==> src/rtl/instruction_fetch_unit.sv <==
// -----------------------------------------------------------------------------
// instruction_fetch_unit
//
// Fetch stage that sits directly in front of instruction_memory. It owns the
// program counter, presents it as Inst_Address, and latches the returned
// instruction together with its PC into the IF/ID pipeline register.
//
// Ports:
//   clk, reset          rising-edge clock, synchronous active-high reset
//   Instruction  [31:0] combinational read data for the current Inst_Address
//   stall               hold PC and IF/ID (ignored on a redirect edge)
//   branch_taken        redirect request
//   branch_target[63:0] redirect address, bits [1:0] forced to zero
//   Inst_Address [63:0] current PC
//   if_id_pc     [63:0] PC of the instruction in IF/ID
//   if_id_instruction   instruction in IF/ID (NOP_INSTR when not valid)
//   if_id_valid         IF/ID holds a real instruction
//   halted              fetch stopped on an out-of-range PC (FSM in HALT)
//   fetch_count  [63:0] (IFU_PERF_CNT_EN only) normal captures
//   redirect_count[31:0](IFU_PERF_CNT_EN only) accepted branch_taken
//
// Optional feature macro: IFU_PERF_CNT_EN adds the two performance counters.
//
// IF/ID contract: if_id_valid qualifies if_id_pc/if_id_instruction. While
// stall is high (and no redirect) the register holds, so the consumer sees
// the same instruction until stall drops; each instruction is presented
// exactly once per non-stalled cycle.
// -----------------------------------------------------------------------------
module instruction_fetch_unit #(
  parameter logic [63:0] RESET_PC   = 64'd0,
  parameter int          PROG_BYTES = 80,
  parameter logic [31:0] NOP_INSTR  = 32'h00000013
) (
  input  logic        clk,
  input  logic        reset,
  input  logic [31:0] Instruction,
  input  logic        stall,
  input  logic        branch_taken,
  input  logic [63:0] branch_target,
  output logic [63:0] Inst_Address,
  output logic [63:0] if_id_pc,
  output logic [31:0] if_id_instruction,
  output logic        if_id_valid,
`ifdef IFU_PERF_CNT_EN
  output logic [63:0] fetch_count,
  output logic [31:0] redirect_count,
`endif
  output logic        halted
);

  typedef enum logic {
    ST_RUN  = 1'b0,
    ST_HALT = 1'b1
  } state_t;

  localparam logic [63:0] PROG_LIMIT = 64'(PROG_BYTES);

  state_t      state;
  logic [63:0] pc;
  logic [63:0] target;
  logic        pc_in_range;
  logic        target_in_range;
  logic        unused_target_bits;

  assign target             = {branch_target[63:2], 2'b00};
  assign unused_target_bits = ^branch_target[1:0];
  assign pc_in_range        = (pc < PROG_LIMIT);
  assign target_in_range    = (target < PROG_LIMIT);

  assign Inst_Address = pc;
  // state is a register, so this decode is a registered status bit.
  assign halted       = (state == ST_HALT);

  always_ff @(posedge clk) begin
    if (reset) begin
      state             <= ST_RUN;
      pc                <= RESET_PC;
      if_id_pc          <= 64'd0;
      if_id_instruction <= NOP_INSTR;
      if_id_valid       <= 1'b0;
`ifdef IFU_PERF_CNT_EN
      fetch_count       <= 64'd0;
      redirect_count    <= 32'd0;
`endif
    end else begin
      case (state)
        ST_RUN: begin
          if (branch_taken) begin
            // Flush the wrong-path fetch; if_id_pc keeps its old value.
            pc                <= target;
            if_id_valid       <= 1'b0;
            if_id_instruction <= NOP_INSTR;
`ifdef IFU_PERF_CNT_EN
            redirect_count    <= redirect_count + 32'd1;
`endif
          end else if (stall) begin
            // Hold everything.
          end else if (pc_in_range) begin
            if_id_pc          <= pc;
            if_id_instruction <= Instruction;
            if_id_valid       <= 1'b1;
            pc                <= pc + 64'd4;
`ifdef IFU_PERF_CNT_EN
            fetch_count       <= fetch_count + 64'd1;
`endif
          end else begin
            if_id_valid       <= 1'b0;
            if_id_instruction <= NOP_INSTR;
            state             <= ST_HALT;
          end
        end
        ST_HALT: begin
          if_id_valid       <= 1'b0;
          if_id_instruction <= NOP_INSTR;
          if (branch_taken) begin
            // A late backward branch can restart fetch; an out-of-range
            // target just moves the parked PC.
            pc    <= target;
            state <= target_in_range ? ST_RUN : ST_HALT;
`ifdef IFU_PERF_CNT_EN
            redirect_count <= redirect_count + 32'd1;
`endif
          end
        end
        default: state <= ST_RUN;
      endcase
    end
  end

endmodule

==> config.mk <==
export PLATFORM = sky130hd
export DESIGN_NAME = instruction_fetch_unit
export DESIGN_NICKNAME = d
export VERILOG_FILES = /design/src/rtl/instruction_fetch_unit.sv
export SDC_FILE = /design/constraint.sdc
export NUM_CORES = 1
export LEC_CHECK = 0
export ABC_CLOCK_PERIOD_IN_PS = 1900
export CAP_MARGIN = 0
export CORE_MARGIN = 4
export CORE_UTILIZATION = 30
export CTS_BUF_LIST = sky130_fd_sc_hd__clkbuf_4
export CTS_CLUSTER_DIAMETER = 150
export CTS_CLUSTER_SIZE = 8
export DETAILED_ROUTE_END_ITERATION = 10
export SLEW_MARGIN = 20
export SYNTH_ARGS = -nofsm -noshare
export SYNTH_HDL_FRONTEND = slang
export SYNTH_SLANG_ARGS = --single-unit
==> constraint.sdc <==
create_clock -name clk -period 1.9 [get_ports clk]
set_input_delay 0.38 -clock clk [delete_from_list [all_inputs] [get_ports clk]]
set_output_delay 0.38 -clock clk [all_outputs]
set_load 0.005 [all_outputs]
==> flow_metrics.py <==
metrics = {
    "run_status": {
        "outcome": "complete, but fails checks",
        "violations": "negative setup slack",
    },
    "cells_and_area": {
        "fin_nets": 1024,
        "syn2layout_area_growth_pct": 72.4,
        "fill_cells": 1732,
        "final_layout_size_suffix_gt1_share_pct": 27.6,
        "layout_commonest_cell": "clkdlybuf4s50_1",
        "design_area_mm2": 0.00990,
        "layout_common_cells": "197 x clkdlybuf4s50_1, 119 x buf_4, 99 x dfxtp_1",
    },
    "clock_network": {
        "cts_buffer_depth": 2,
        "cts_tree": "done",
        "clock-root-buffer": "clkbuf_4",
        "cts_max_level": 4,
        "cts_buffers": 17,
        "worst_skew_pair.late_latency_ps": 550,
        "cts_hold_repair.buffers": 0,
        "path_clk_slew_ps": 140,
        "cts_sinks": 158,
    },
    "route": {
        "ant_nets": 0,
        "drtPass1Iterations": 4,
        "wl_per_cell_um": 17.0,
        "viasPerCell": 4.72,
        "drcViolationCount": 0,
        "route.vias.total": 5522,
        "drt_iter0_drc": 206,
        "routed_wl_um": 19900,
    },
    "placed_design": {
        "port_buffers": 255,
        "pre_cts_ws_ps": -324,
        "placed_area_mm2": 0.00931,
        "hpwl_um": 15300,
        "routabilityCongestion": 0.798,
    },
    "critical_path": {
        "worst_setup_path_start_kind": "register",
        "critPathCaptureType": "register",
        "crit_path_max_fanout": 31,
        "crit_arrival_ps": 2590,
        "crit_type": "reg -> reg",
        "cp.required_ps": 2400,
    },
    "timing": {
        "fmax_mhz": 478,
        "rsz0062_at_grt": "true",
        "drv_slew": 0,
        "setup_viol": 106,
        "min_period_over_period_pct": 110,
        "relSlewSlack_pct": 56.1,
        "max_slew.worst_pin.slew_ps": 658,
        "fin_crit_ps": 2090,
        "setup_ws_ps": -192,
        "hold_viol": 0,
        "skew_ps": 20.9,
    },
    "yosys": {
        "netlist_area_mm2": 0.00574,
        "ys_seq_area_share_pct": 55.1,
        "synth_flop_cell": "dfxtp_1",
        "synth_edf_count": 0,
        "syn_area_per_cell_um2": 10.3,
        "synth-seq-cells": 158,
        "yosys_warnings": 0,
        "synthDistinctLibCells": 58,
        "async_flop_share_pct": 0,
        "syn_inst": 557,
    },
    "floorplan": {
        "die_w_um": 146,
        "row_count": 50,
        "core-area_mm2": 0.0188,
        "dieArea_mm2": 0.0214,
        "die_y_um": 146,
        "io-pin-count": 262,
        "initial_utilization_pct": 30.6,
    },
    "global_route": {
        "overflow": 0,
        "grt_pass1_vias": 5676,
        "antenna_found_initial": 1,
        "track_usage_pct": 18.0,
        "grt_start_max_net_pins": 58,
        "grt_pass1_wl_um": 30900,
    },
    "hold_path": {
        "min_path_type": "in -> reg",
    },
    "pwr": {
        "p_leak_nw": 4.30,
        "p_clk_share_pct": 32.0,
        "p_seq_share_pct": 52.7,
        "p_int_mw": 4.81,
        "finalPower_mw": 6.58,
        "p_comb_share_pct": 15.3,
        "powerDensity_mw_per_mm2": 665,
        "peakVddDrop_v": 0.000353,
        "p_switching_mw": 1.77,
        "p_sw_share_pct": 26.9,
    },
    "job": {
        "max_cap_viol_count": 0,
    },
}
==> metrics by stage <==
step	util [%]	instances	hold WS [ps]	setup TNS (ps)
after global placement	49.6	1126	442	-21670
after detailed placement	49.6	1126	443	-27570
after CTS	52.3	1167	99.3	-10080
after floorplan	-	560	455	0
after global routing	52.8	1171	107	-19370
final	52.8	1171	140	-13240
==> power by group through the flow <==
stage | registers (mW) | logic (mW) | clock network, mW
2_1_floorplan | 3.54 | 0.300 | 0
3_3_place_gp | 3.52 | 0.991 | 0
3_5_place_dp | 3.52 | 1.00 | 0
4_1_cts | 3.47 | 1.00 | 2.19
5_1_grt | 3.48 | 1.09 | 2.31
6_report | 3.47 | 1.01 | 2.11
==> registers in the layout (all words and copies together), names as in the netlist <==
register and flops:
Inst_Address 62, if_id_pc 62, if_id_instruction 32, halted 1, if_id_valid 1
==> layout make-up <==
type                            count  area, µm²  area share [%]
Tap cell                          234        293            2.96
Timing Repair Buffer              382       3540            35.8
Sequential cell                   158       3240            32.7
Clock buffer                       18        135            1.36
Clock inverter                     14        158            1.59
Inverter                           13       48.8           0.493
Multi-Input combinational cell    351       2480            25.1
Antenna cell                        1       2.50          0.0253
==> kinds of logic (layout without fill, tap and decap cells) <==
family / Yosys count / count (layout) / share of synthesized area [%]
AOI/OAI and AO/OA: 94 / 94 / 12.7
adders and majority gates: 1 / 1 / 0.218
buffers and inverters: 51 / 427 / 4.42
DFF: 158 / 158 / 55.1
muxes: 47 / 47 / 8.19
other: 1 / 5 / 0.0653
and+or+nand+nor: 205 / 205 / 19.3
==> final timing paths <==
kind / to / depth (start not counted) / from / slack [ps]
setup / recovery: if_id_instruction[26] / 7 / Inst_Address[7] / -190
hold / removal: Inst_Address[6] / 2 / reset / 140
setup reg to reg: if_id_instruction[26] / 7 / Inst_Address[7] / -190
hold reg to reg: if_id_pc[26] / 1 / if_id_pc[26] / 470
==> worst max-delay path, cell delays in order (launching register included) <==
cell,delay [ps]
dfxtp_1,340
nor4_1,420
nand4_1,220
nor4_4,330
buf_12,170
and3b_2,200
buf_12,180
a22o_1,150
==> cell usage after synthesis (all sizes together), types with 2 or more instances <==
| cell | instances | area share [%] |
|---|---|---|
| a22o | 29 | 4.4 |
| inv | 12 | 0.78 |
| mux2i | 47 | 8.2 |
| nand2 | 20 | 1.3 |
| nor3 | 6 | 0.52 |
| o22ai | 3 | 0.33 |
| o31a | 2 | 0.31 |
| buf | 22 | 2.5 |
| and4 | 4 | 0.61 |
| o21ai | 7 | 0.61 |
| clkbuf | 16 | 1.0 |
| nor4 | 31 | 3.6 |
| a211oi | 5 | 0.65 |
| nand3 | 2 | 0.26 |
| a31oi | 2 | 0.22 |
| and3 | 4 | 0.44 |
| nor2 | 60 | 3.9 |
| and2 | 60 | 6.5 |
| nand4 | 10 | 1.1 |
| a221oi | 6 | 1.0 |
| or2 | 2 | 0.22 |
| a21oi | 18 | 1.7 |
| a31o | 6 | 0.91 |
| dfxtp | 158 | 55 |
==> layer usage <==
layer | wire [µm] | vias up | share of wire (%) | GRT usage, %
met1 | 8300 | 2628 | 42 | 21.7
met4 | 406 | 0 | 2.0 | 5.88
met3 | 1010 | 26 | 5.1 | 4.25
met5 | 0 | - | 0 | 0
li1 | - | 2724 | - | -
met2 | 10200 | 144 | 51 | 31.6
==> what timing repair did <==
item | CTS | global route
setup endpoints to repair | 167 | 126
gates resized for setup | 127 | 21
hold endpoints to repair | 0 | 0
buffers inserted | 9 | 3
pin swaps | 7 | 5
Power figures use the tool's default switching activity.
